==> src/rtl/pipe_pkg.sv <==
// Shared definitions for the pipeline hazard controller: FSM states,
// forwarding selects and the MIPS opcodes the hazard logic reasons about.
package pipe_pkg;

   typedef enum logic [1:0] {
      RUN    = 2'b00,
      LSTALL = 2'b01,
      JFLUSH = 2'b10
   } state_t;

   typedef enum logic [1:0] {
      FWD_RF  = 2'b00,
      FWD_MEM = 2'b01,
      FWD_WB  = 2'b10
   } fwd_t;

   // Jump bubble counter only ever holds JUMP_PENALTY-1, and the penalty is at most 7
   localparam int JCNT_W = 3;

   localparam logic [5:0] OP_RTYPE   = 6'h00;
   localparam logic [5:0] FUNCT_SUB  = 6'h22;
   localparam logic [5:0] OP_J       = 6'h02;
   localparam logic [5:0] OP_XORI    = 6'h0E;
   localparam logic [5:0] OP_LW      = 6'h23;
   localparam logic [5:0] OP_SW      = 6'h2B;

endpackage

==> src/rtl/pipe_hazard_ctrl_if.sv <==
// Bundle of pipeline-stage inputs and hazard-control outputs.
// The pipeline side is the master, the hazard controller is the slave.
interface pipe_hazard_ctrl_if #(
   parameter int REG_AW = 5,
   parameter int CNT_W  = 16
);
   logic              ext_stall;
   logic              cnt_clr;
   logic              id_valid;
   logic [REG_AW-1:0] id_rs;
   logic [REG_AW-1:0] id_rt;
   logic              id_uses_rs;
   logic              id_uses_rt;
   logic              id_is_jump;
   logic [REG_AW-1:0] ex_rs;
   logic [REG_AW-1:0] ex_rt;
   logic [REG_AW-1:0] ex_rd;
   logic              ex_regwrite;
   logic              ex_memread;
   logic [REG_AW-1:0] mem_rd;
   logic              mem_regwrite;
   logic [REG_AW-1:0] wb_rd;
   logic              wb_regwrite;

   logic              pc_en;
   logic              ifid_en;
   logic              ifid_flush;
   logic              idex_bubble;
   logic              pipe_hold;
   logic              pc_redirect;
   logic [1:0]        fwd_a;
   logic [1:0]        fwd_b;
   logic [1:0]        state_o;
   logic [CNT_W-1:0]  stall_cnt;

   modport master (
      output ext_stall, cnt_clr, id_valid, id_rs, id_rt, id_uses_rs, id_uses_rt,
             id_is_jump, ex_rs, ex_rt, ex_rd, ex_regwrite, ex_memread,
             mem_rd, mem_regwrite, wb_rd, wb_regwrite,
      input  pc_en, ifid_en, ifid_flush, idex_bubble, pipe_hold, pc_redirect,
             fwd_a, fwd_b, state_o, stall_cnt
   );

   modport slave (
      input  ext_stall, cnt_clr, id_valid, id_rs, id_rt, id_uses_rs, id_uses_rt,
             id_is_jump, ex_rs, ex_rt, ex_rd, ex_regwrite, ex_memread,
             mem_rd, mem_regwrite, wb_rd, wb_regwrite,
      output pc_en, ifid_en, ifid_flush, idex_bubble, pipe_hold, pc_redirect,
             fwd_a, fwd_b, state_o, stall_cnt
   );

endinterface

==> src/rtl/fwd_select.sv <==
// EX-stage forwarding select for one ALU operand.
// The younger MEM result wins over WB; register 0 is never forwarded.
module fwd_select
   import pipe_pkg::*;
#(
   parameter int REG_AW = 5
) (
   input  logic [REG_AW-1:0] i_src,
   input  logic [REG_AW-1:0] i_mem_rd,
   input  logic              i_mem_regwrite,
   input  logic [REG_AW-1:0] i_wb_rd,
   input  logic              i_wb_regwrite,
   output fwd_t              o_sel
);

   logic w_mem_hit;
   logic w_wb_hit;

   assign w_mem_hit = i_mem_regwrite && (i_mem_rd != '0) && (i_mem_rd == i_src);
   assign w_wb_hit  = i_wb_regwrite  && (i_wb_rd  != '0) && (i_wb_rd  == i_src);

   always_comb begin
      // NOTE: every always_comb output gets a default first so no path can infer a latch.
      o_sel = FWD_RF;
      if (w_mem_hit) begin
         o_sel = FWD_MEM;
      end else if (w_wb_hit) begin
         o_sel = FWD_WB;
      end
   end

endmodule

==> src/rtl/pipe_hazard_ctrl.sv <==
// Hazard controller for the 5-stage MIPS pipeline: load-use stall, jump
// flush/redirect, EX forwarding selects and a saturating stall counter.
module pipe_hazard_ctrl
   import pipe_pkg::*;
#(
   parameter int REG_AW       = 5,
   parameter int JUMP_PENALTY = 2,
   parameter int CNT_W        = 16
) (
   input logic               clk,
   input logic               reset,
   pipe_hazard_ctrl_if.slave bus
);

   generate
      if (JUMP_PENALTY < 1 || JUMP_PENALTY > 7) begin : g_bad_penalty
         $error("pipe_hazard_ctrl: JUMP_PENALTY must be in 1..7");
      end
   endgenerate

   state_t             r_state;
   state_t             w_state_nxt;
   logic [JCNT_W-1:0]  r_jcnt;
   logic [JCNT_W-1:0]  w_jcnt_nxt;
   logic [CNT_W-1:0]   r_stall_cnt;

   logic               w_lu;
   fwd_t               w_fwd_a;
   fwd_t               w_fwd_b;

   logic               w_pc_en;
   logic               w_ifid_en;
   logic               w_ifid_flush;
   logic               w_idex_bubble;
   logic               w_pipe_hold;
   logic               w_pc_redirect;

   fwd_select #(.REG_AW(REG_AW)) u_fwd_a (
      .i_src          (bus.ex_rs),
      .i_mem_rd       (bus.mem_rd),
      .i_mem_regwrite (bus.mem_regwrite),
      .i_wb_rd        (bus.wb_rd),
      .i_wb_regwrite  (bus.wb_regwrite),
      .o_sel          (w_fwd_a)
   );

   fwd_select #(.REG_AW(REG_AW)) u_fwd_b (
      .i_src          (bus.ex_rt),
      .i_mem_rd       (bus.mem_rd),
      .i_mem_regwrite (bus.mem_regwrite),
      .i_wb_rd        (bus.wb_rd),
      .i_wb_regwrite  (bus.wb_regwrite),
      .o_sel          (w_fwd_b)
   );

   // A load in EX whose destination the ID instruction actually reads
   assign w_lu = bus.ex_memread && bus.ex_regwrite && (bus.ex_rd != '0) && bus.id_valid &&
                 ((bus.id_uses_rs && (bus.ex_rd == bus.id_rs)) ||
                  (bus.id_uses_rt && (bus.ex_rd == bus.id_rt)));

   always_ff @(posedge clk or negedge reset) begin
      // NOTE: sequential state uses non-blocking assignments so all flops update together.
      if (!reset) begin
         r_state <= RUN;
         r_jcnt  <= '0;
      end else begin
         r_state <= w_state_nxt;
         r_jcnt  <= w_jcnt_nxt;
      end
   end

   always_comb begin
      w_state_nxt   = r_state;
      w_jcnt_nxt    = r_jcnt;
      w_pc_en       = 1'b1;
      w_ifid_en     = 1'b1;
      w_ifid_flush  = 1'b0;
      w_idex_bubble = 1'b0;
      w_pipe_hold   = 1'b0;
      w_pc_redirect = 1'b0;

      if (bus.ext_stall) begin
         // Full freeze: state and jump counter hold, nothing moves
         w_pc_en     = 1'b0;
         w_ifid_en   = 1'b0;
         w_pipe_hold = 1'b1;
      end else begin
         unique case (r_state)
            RUN: begin
               if (w_lu) begin
                  w_pc_en       = 1'b0;
                  w_ifid_en     = 1'b0;
                  w_idex_bubble = 1'b1;
                  w_state_nxt   = LSTALL;
               end else if (bus.id_valid && bus.id_is_jump) begin
                  w_ifid_flush = 1'b1;
                  if (JUMP_PENALTY == 1) begin
                     w_pc_redirect = 1'b1;
                  end else begin
                     w_pc_en     = 1'b0;
                     w_jcnt_nxt  = JCNT_W'(JUMP_PENALTY - 1);
                     w_state_nxt = JFLUSH;
                  end
               end
            end
            LSTALL: begin
               w_state_nxt = RUN;
            end
            JFLUSH: begin
               w_ifid_flush  = 1'b1;
               w_idex_bubble = 1'b1;
               if (r_jcnt == '0) begin
                  w_pc_redirect = 1'b1;
                  w_state_nxt   = RUN;
               end else begin
                  w_pc_en    = 1'b0;
                  w_jcnt_nxt = r_jcnt - 1'b1;
               end
            end
            default: begin
               w_state_nxt = RUN;
            end
         endcase
      end

      // Outputs follow reset immediately, without waiting for a clock edge
      if (!reset) begin
         w_pc_en       = 1'b0;
         w_ifid_en     = 1'b0;
         w_ifid_flush  = 1'b1;
         w_idex_bubble = 1'b1;
         w_pipe_hold   = 1'b0;
         w_pc_redirect = 1'b0;
      end
   end

   always_ff @(posedge clk or negedge reset) begin
      if (!reset) begin
         r_stall_cnt <= '0;
      end else if (bus.cnt_clr) begin
         r_stall_cnt <= '0;
      end else if (!w_pc_en && (r_stall_cnt != {CNT_W{1'b1}})) begin
         r_stall_cnt <= r_stall_cnt + 1'b1;
      end
   end

   assign bus.pc_en       = w_pc_en;
   assign bus.ifid_en     = w_ifid_en;
   assign bus.ifid_flush  = w_ifid_flush;
   assign bus.idex_bubble = w_idex_bubble;
   assign bus.pipe_hold   = w_pipe_hold;
   assign bus.pc_redirect = w_pc_redirect;
   assign bus.fwd_a       = reset ? w_fwd_a : FWD_RF;
   assign bus.fwd_b       = reset ? w_fwd_b : FWD_RF;
   assign bus.state_o     = r_state;
   assign bus.stall_cnt   = r_stall_cnt;

endmodule

==> src/flat_wrapper.sv <==
// flat-port wrapper written by rule: the top's interface ports become plain ports
module pipe_hazard_ctrl_flat import pipe_pkg::*;
#(
   parameter int REG_AW       = 5,
   parameter int JUMP_PENALTY = 2,
   parameter int CNT_W        = 16
)
  (clk, reset, bus_ext_stall, bus_cnt_clr, bus_id_valid, bus_id_rs, bus_id_rt, bus_id_uses_rs, bus_id_uses_rt, bus_id_is_jump, bus_ex_rs, bus_ex_rt, bus_ex_rd, bus_ex_regwrite, bus_ex_memread, bus_mem_rd, bus_mem_regwrite, bus_wb_rd, bus_wb_regwrite, bus_pc_en, bus_ifid_en, bus_ifid_flush, bus_idex_bubble, bus_pipe_hold, bus_pc_redirect, bus_fwd_a, bus_fwd_b, bus_state_o, bus_stall_cnt);
  pipe_hazard_ctrl_if #(.REG_AW(REG_AW), .CNT_W(CNT_W)) bus_i ();
  input logic clk;
  input logic reset;
  input wire logic [$bits(bus_i.ext_stall)-1:0] bus_ext_stall;
  input wire logic [$bits(bus_i.cnt_clr)-1:0] bus_cnt_clr;
  input wire logic [$bits(bus_i.id_valid)-1:0] bus_id_valid;
  input wire logic [$bits(bus_i.id_rs)-1:0] bus_id_rs;
  input wire logic [$bits(bus_i.id_rt)-1:0] bus_id_rt;
  input wire logic [$bits(bus_i.id_uses_rs)-1:0] bus_id_uses_rs;
  input wire logic [$bits(bus_i.id_uses_rt)-1:0] bus_id_uses_rt;
  input wire logic [$bits(bus_i.id_is_jump)-1:0] bus_id_is_jump;
  input wire logic [$bits(bus_i.ex_rs)-1:0] bus_ex_rs;
  input wire logic [$bits(bus_i.ex_rt)-1:0] bus_ex_rt;
  input wire logic [$bits(bus_i.ex_rd)-1:0] bus_ex_rd;
  input wire logic [$bits(bus_i.ex_regwrite)-1:0] bus_ex_regwrite;
  input wire logic [$bits(bus_i.ex_memread)-1:0] bus_ex_memread;
  input wire logic [$bits(bus_i.mem_rd)-1:0] bus_mem_rd;
  input wire logic [$bits(bus_i.mem_regwrite)-1:0] bus_mem_regwrite;
  input wire logic [$bits(bus_i.wb_rd)-1:0] bus_wb_rd;
  input wire logic [$bits(bus_i.wb_regwrite)-1:0] bus_wb_regwrite;
  output wire logic [$bits(bus_i.pc_en)-1:0] bus_pc_en;
  output wire logic [$bits(bus_i.ifid_en)-1:0] bus_ifid_en;
  output wire logic [$bits(bus_i.ifid_flush)-1:0] bus_ifid_flush;
  output wire logic [$bits(bus_i.idex_bubble)-1:0] bus_idex_bubble;
  output wire logic [$bits(bus_i.pipe_hold)-1:0] bus_pipe_hold;
  output wire logic [$bits(bus_i.pc_redirect)-1:0] bus_pc_redirect;
  output wire logic [$bits(bus_i.fwd_a)-1:0] bus_fwd_a;
  output wire logic [$bits(bus_i.fwd_b)-1:0] bus_fwd_b;
  output wire logic [$bits(bus_i.state_o)-1:0] bus_state_o;
  output wire logic [$bits(bus_i.stall_cnt)-1:0] bus_stall_cnt;
  assign bus_i.ext_stall = bus_ext_stall;
  assign bus_i.cnt_clr = bus_cnt_clr;
  assign bus_i.id_valid = bus_id_valid;
  assign bus_i.id_rs = bus_id_rs;
  assign bus_i.id_rt = bus_id_rt;
  assign bus_i.id_uses_rs = bus_id_uses_rs;
  assign bus_i.id_uses_rt = bus_id_uses_rt;
  assign bus_i.id_is_jump = bus_id_is_jump;
  assign bus_i.ex_rs = bus_ex_rs;
  assign bus_i.ex_rt = bus_ex_rt;
  assign bus_i.ex_rd = bus_ex_rd;
  assign bus_i.ex_regwrite = bus_ex_regwrite;
  assign bus_i.ex_memread = bus_ex_memread;
  assign bus_i.mem_rd = bus_mem_rd;
  assign bus_i.mem_regwrite = bus_mem_regwrite;
  assign bus_i.wb_rd = bus_wb_rd;
  assign bus_i.wb_regwrite = bus_wb_regwrite;
  assign bus_pc_en = bus_i.pc_en;
  assign bus_ifid_en = bus_i.ifid_en;
  assign bus_ifid_flush = bus_i.ifid_flush;
  assign bus_idex_bubble = bus_i.idex_bubble;
  assign bus_pipe_hold = bus_i.pipe_hold;
  assign bus_pc_redirect = bus_i.pc_redirect;
  assign bus_fwd_a = bus_i.fwd_a;
  assign bus_fwd_b = bus_i.fwd_b;
  assign bus_state_o = bus_i.state_o;
  assign bus_stall_cnt = bus_i.stall_cnt;
  pipe_hazard_ctrl #(.REG_AW(REG_AW), .JUMP_PENALTY(JUMP_PENALTY), .CNT_W(CNT_W)) u_core (.clk(clk), .reset(reset), .bus(bus_i));
endmodule
==> config.mk <==
export PLATFORM = sky130hd
export DESIGN_NAME = pipe_hazard_ctrl_flat
export DESIGN_NICKNAME = d
export VERILOG_FILES = /design/src/rtl/pipe_pkg.sv /design/src/rtl/pipe_hazard_ctrl_if.sv /design/src/rtl/fwd_select.sv /design/src/rtl/pipe_hazard_ctrl.sv /design/src/flat_wrapper.sv
export SDC_FILE = /design/constraint.sdc
export NUM_CORES = 1
export LEC_CHECK = 0
export ABC_AREA = 1
export CELL_PAD_IN_SITES_DETAIL_PLACEMENT = 0
export CELL_PAD_IN_SITES_GLOBAL_PLACEMENT = 2
export CORE_UTILIZATION = 24
export CTS_CLUSTER_DIAMETER = 80
export DETAILED_ROUTE_END_ITERATION = 10
export HOLD_SLACK_MARGIN = 0.12
export PLACE_DENSITY_LB_ADDON = 0.1
export SYNTH_ARGS = -nofsm -noshare
export SYNTH_HDL_FRONTEND = slang
export SYNTH_HIERARCHICAL = 1
export SYNTH_SLANG_ARGS = --single-unit
==> constraint.sdc <==
create_clock -name clk -period 5.6 [get_ports clk]
set_clock_uncertainty 0.2 [all_clocks]
set_input_delay 1.12 -clock clk [delete_from_list [all_inputs] [get_ports clk]]
set_output_delay 1.12 -clock clk [all_outputs]
set_load 0.01 [all_outputs]
Word level (Yosys, flattened, before mapping)
Index checks and enable logic that the tools add are counted.

Add/sub/neg operators: 2. Equal/unequal tests: 13. Muxes and demuxes: 40. Bitwise operators: 1. Reductions and logical operators: 25.

Operators by type and width (count): 16-bit 2-to-1 mux (2); 5-bit equality test (6); 1-bit 2-to-1 mux (21); 2-bit 2-to-1 mux (9); 16-bit by 1-bit adder with 16-bit output (second input constant) (1); 16-bit != test (second input constant) (1); 5-bit nonzero test (3); 1-bit logical AND (14); 3-bit 2-to-1 mux (3); 1-bit one-hot mux with 2 select lines (3); 3-bit one-hot mux with 2 select lines (1); 5-bit AND reduction (1); 2-bit by 1-bit != test with 1-bit output (second input constant) (2); 2-bit != test (second input constant) (2); 2-bit one-hot mux with 2 select lines (1); 2-bit nonzero test (2); 3-bit logical NOT (1); 3-bit by 1-bit != test with 1-bit output (second input constant) (1); 3-bit AND reduction (1); 3-bit by 1-bit subtractor with 3-bit output (second input constant) (1); 2-bit equality test (second input constant) (1); 2-bit logical NOT (1); 1-bit logical NOT (1); 1-bit logical OR (1); 1-bit NOT (1).

Register bits after elaboration: 21. Input bits: 47. Output and inout port bits: 28. Word-level logic and storage cells: 84.

Longest topological paths before layout
Depth after elaboration: 12. Gate-level depth with buffers: 14. Mapped depth without buffers: 13.

Cells and area by module
The synthesis kept the hierarchy.

Modules (own cells, without submodules): pipe_hazard_ctrl (times used 1, cells an instance 268, area an instance 1704.1 um2, sequential area each 525.5 um2); fwd_select (times used 2, cells an instance 51, area an instance 221.5 um2, sequential area each 0.0 um2).

Worst setup path after synthesis
OpenSTA, ideal clock, no wires.

Path type: in2out. From: input port bus_ex_rd[3]. To: output port bus_pc_en. Arrival time: 2.084 ns. Data required time: 4.280 ns. Path slack: 2.196 ns. Stages: 12. Buffers on the path: 1. Cells stage by stage: inv_1 -> nand2_1 -> nand2_1 -> nor2_1 -> nand3_1 -> nand2_1 -> nand2_1 -> nand2_1 -> nand2_1 -> nand2_2 -> buf_2 -> inv_1.

Word-level cells in the longest chain between the ends: 8. Elaborated cells on any way between the ends: 13. Those cells by class: 2 x eq/ne; 4 x mux; 7 x reduce/logical.

Ends and longest elaborated chain: start: declaration (line flat_wrapper.sv:22) `input wire logic [$bits(bus_i.ex_rd)-1:0] bus_ex_rd;`; 5-bit equality test, or another cell as far along (line pipe_hazard_ctrl.sv:58) `((bus.id_uses_rs && (bus.ex_rd == bus.id_rs)) ||`; 1-bit logical AND (on tied branches) (line pipe_hazard_ctrl.sv:58, pipe_hazard_ctrl.sv:57, pipe_hazard_ctrl.sv:59); 1-bit logical OR / 1-bit logical AND (equally long branches) (line pipe_hazard_ctrl.sv:58, pipe_hazard_ctrl.sv:57); 1-bit logical AND * (line pipe_hazard_ctrl.sv:57) `assign w_lu = bus.ex_memread && bus.ex_regwrite && (bus.ex_rd != '0) && bus.id_valid &&`; 1-bit 2-to-1 mux * (line pipe_hazard_ctrl.sv:90) `if (w_lu) begin`; 1-bit one-hot mux with 2 select lines * (line pipe_hazard_ctrl.sv:88) `unique case (r_state)`; 1-bit 2-to-1 mux * (line pipe_hazard_ctrl.sv:82) `if (bus.ext_stall) begin`; 1-bit 2-to-1 mux * (line pipe_hazard_ctrl.sv:127) `if (!reset) begin`; end: declaration (line flat_wrapper.sv:29) `output wire logic [$bits(bus_i.pc_en)-1:0] bus_pc_en;`.

Every way passes the cells marked *; elsewhere a longest branch is shown, timed or not.

Worst setup path in the final report
From: input port bus_ex_rd[4]. To: output port bus_pc_en.

Same word-level chain as after synthesis.

==> flow_summary_export.csv <==
group,metric,value,unit
clock_network,cts-root-buf,"clkbuf_8",
clock_network,cts_htree_levels,1,
global_route,antenna_found_initial,0,
placed_design,dp_cells,544,
setup_path,required,4280,ps
pwr,intPower,323.5,µW
die,core,8678,µm²
setup_path,critPathArrivalTime,3190,ps
placed_design,place_hpwl,4832,µm
setup_path,crit_path_end_kind,"output port",
cells_and_area,finalNetCount,491,
pwr,power_frac_comb,0.443,
yosys,syn_area_per_cell,5.803,µm²
placed_design,globalplace.congestion,0.7675,
pwr,p_leak,0.001659,µW
die,dieArea,9329,µm²
yosys,yosys_warnings,6,
detailed_routing,post-route-drc-count,0,
placed_design,pre_cts_slack,1060,ps
pwr,switchingPower,203.0,µW
cells_and_area,drive_gt1_frac,0.04773,
sta,rsz0062_at_grt,"no",
yosys,seq_area_frac_synth,0.2448,
die,die_height,96.59,µm
yosys,synth_seq_cells,21,
global_route,grt_use_total,0.1423,
cells_and_area,syn_to_final_growth,40.85,%
detailed_routing,dr.pass1.iters,5,
yosys,syn_inst,370,
die,dieWidth,96.59,µm
run_status,status,"complete, no violations",
clock_network,cts_buffer_depth,2,
setup_path,startpoint_type,"primary input",
yosys,synthesis.nets,420,
clock_network,clk_latency,260,ps
hold_path,min-delay-path-class,"flip-flop to flip-flop",
sta,finalSetupViolCount,0,
pwr,irDropWorstVdd,0.1021,mV
detailed_routing,drtAntennaViolNets,0,
flow_run,max_cap_violations,0,
clock_network,cts_tree,"built",
cells_and_area,fin_util,0.3485,
sta,layout_min_cycle_time,4507,ps
pwr,finalPower,526.5,µW
global_route,grt_start_max_net_pins,33,
detailed_routing,vias,2394,
sta,maxSlewViolCount,0,
cells_and_area,final_cells,548,
pwr,power.density,174.1,nW/µm²
detailed_routing,drt-total-wl,6387,µm
detailed_routing,viasPerCell,4.369,
sta,hold_viol,0,
die,io_pins,75,
setup_path,path_class,"primary input to output port",
sta,max_freq,0.2219,GHz
die,fp-row-count,34,
setup_path,crit_fanout,18,
placed_design,io_buffers,74,
pwr,p_clk_frac,0.199,
yosys,syn_area,2147,µm²
yosys,yosys.cell_types.count,25,
detailed_routing,drt_first_iter_violations,100,
sta,fin_setup_tns,0,ps
sta,period_share,0.8047,
clock_network,cts.sink_count,21,
global_route,grt_first_pass_wirelength,10430,µm
clock_network,holdBufCountCts,0,
clock_network,post_cts_buffers,0,
sta,worst_slew_pin_slew,1030,ps
pwr,seq_power_share,0.358,
die,floorplan.initialDensity,0.2474,
global_route,grt_pass1_vias,2183,
cells_and_area,antenna_cells,0,
detailed_routing,wire_per_inst,11.66,µm
sta,relSlewSlack,0.3123,
global_route,overflow,0,
clock_network,cts.clk_slew.worst_paths,90,ps
sta,setup_ws,1094,ps
clock_network,cts_made_buffers,3,
pwr,switching_share,0.3856,
clock_network,cts-resized-gates,0,
power by group through the flow:
stage / Sequential [µW] / Clock [µW] / Combinational, µW
after floorplan: 190 / 0 / 133
after global placement: 192 / 0 / 237
after detailed placement: 192 / 0 / 235
after CTS: 189 / 115 / 236
after global routing: 193 / 116 / 270
final: 188 / 105 / 233
metal layers:
metal,up-vias,GRT usage,routed length [µm]
li1,1284,-,-
met1,1051,0.2020,3241
met2,57,0.2330,2782
met3,2,0.02817,351
met4,0,0.007353,12
met5,-,0,0
layout by cell type (no fill, tap or decap), types with 4 or more instances in the layout:
| master | n |
|---|---|
| nor3_1 | 6 |
| xor2_1 | 12 |
| dfrtp_1 | 21 |
| nor2_1 | 34 |
| inv_2 | 4 |
| nand3_1 | 36 |
| xnor2_1 | 4 |
| nand4_1 | 19 |
| nor2_2 | 7 |
| o21ai_0 | 11 |
| clkdlybuf4s50_1 | 74 |
| inv_1 | 70 |
| nand2_1 | 121 |
final cells by class:
class | count | area, µm²
Clock inverter | 1 | 5.005
Multi-Input combinational cell | 266 | 1291
Timing Repair Buffer | 75 | 748.2
Sequential cell | 21 | 525.5
Inverter | 74 | 277.8
Tap cell | 108 | 135.1
Fill cell | 979 | 5654
Clock buffer | 3 | 41.29
state kept, by name (all words and copies together), names as in the netlist:
name,flops
u_core/bus.state_o,2
u_core/bus.stall_cnt,16
u_core/r_jcnt,3
synth_stat cells:
library cell	count	area, µm²
nand4_1	19	118.9
o21ai_0	11	55.05
nand2_4	1	11.26
nand2_1	121	454.2
nor3_1	6	30.03
xor2_1	12	105.1
nand4_4	1	21.27
ha_1	3	37.54
dfrtp_1	21	525.5
xnor2_1	4	35.03
inv_2	4	15.01
buf_2	3	15.01
nand2_2	3	18.77
nor2_1	34	127.6
a21boi_0	2	15.01
inv_1	70	262.8
buf_4	2	15.01
a21oi_1	2	10.01
clkbuf_1	2	7.510
o31ai_1	2	15.01
buf_1	1	3.750
buf_6	1	11.26
nor2_2	7	43.79
nand3_1	36	180.2
nor4_1	2	12.51
metrics by stage:
step	hold slack [ps]	area, µm²
after global routing	324.1	3024
after floorplan	251.7	2147
after detailed placement	274.5	2978
after global placement	265.6	2978
final	293.1	3024
after CTS	297.5	3024
cell families (layout without fill, tap and decap cells):
family          count (synthesis)  count (layout)  share of synthesized area
buf+inv                        83             153                     0.1538
xor+xnor                       16              16                    0.06527
compound gates                 17              17                    0.04428
flops                          21              21                     0.2448
fa+ha+maj                       3               3                    0.01748
simple gates                  230             230                     0.4744
final timing paths:
check / start / to / slack (ps) / cells past startpoint
worst max-delay path: bus_ex_rd[4] / bus_pc_en / 1090 / 13
worst min-delay path: u_core/r_jcnt[0] / u_core/r_jcnt[0] / 290 / 2
worst max register to register: u_core/bus.stall_cnt[0] / u_core/bus.stall_cnt[11] / 3330 / 9
worst min register to register: u_core/r_jcnt[0] / u_core/r_jcnt[0] / 290 / 2
max in group asynchronous: reset / u_core/bus.stall_cnt[13] / 3840 / 2
min in group asynchronous: reset / u_core/bus.state_o[1] / 1070 / 2
worst max-delay path: stages:
cell             delay, ps
clkdlybuf4s50_1        520
inv_1                   90
nand2_1                 60
nand2_1                 50
nor2_1                 100
nand3_1                 70
nand2_1                100
nand2_1                 70
nand2_1                 80
nand2_1                 60
nand2_2                300
inv_1                   70
clkdlybuf4s50_1        480
(Power assumes the default switching activity.)
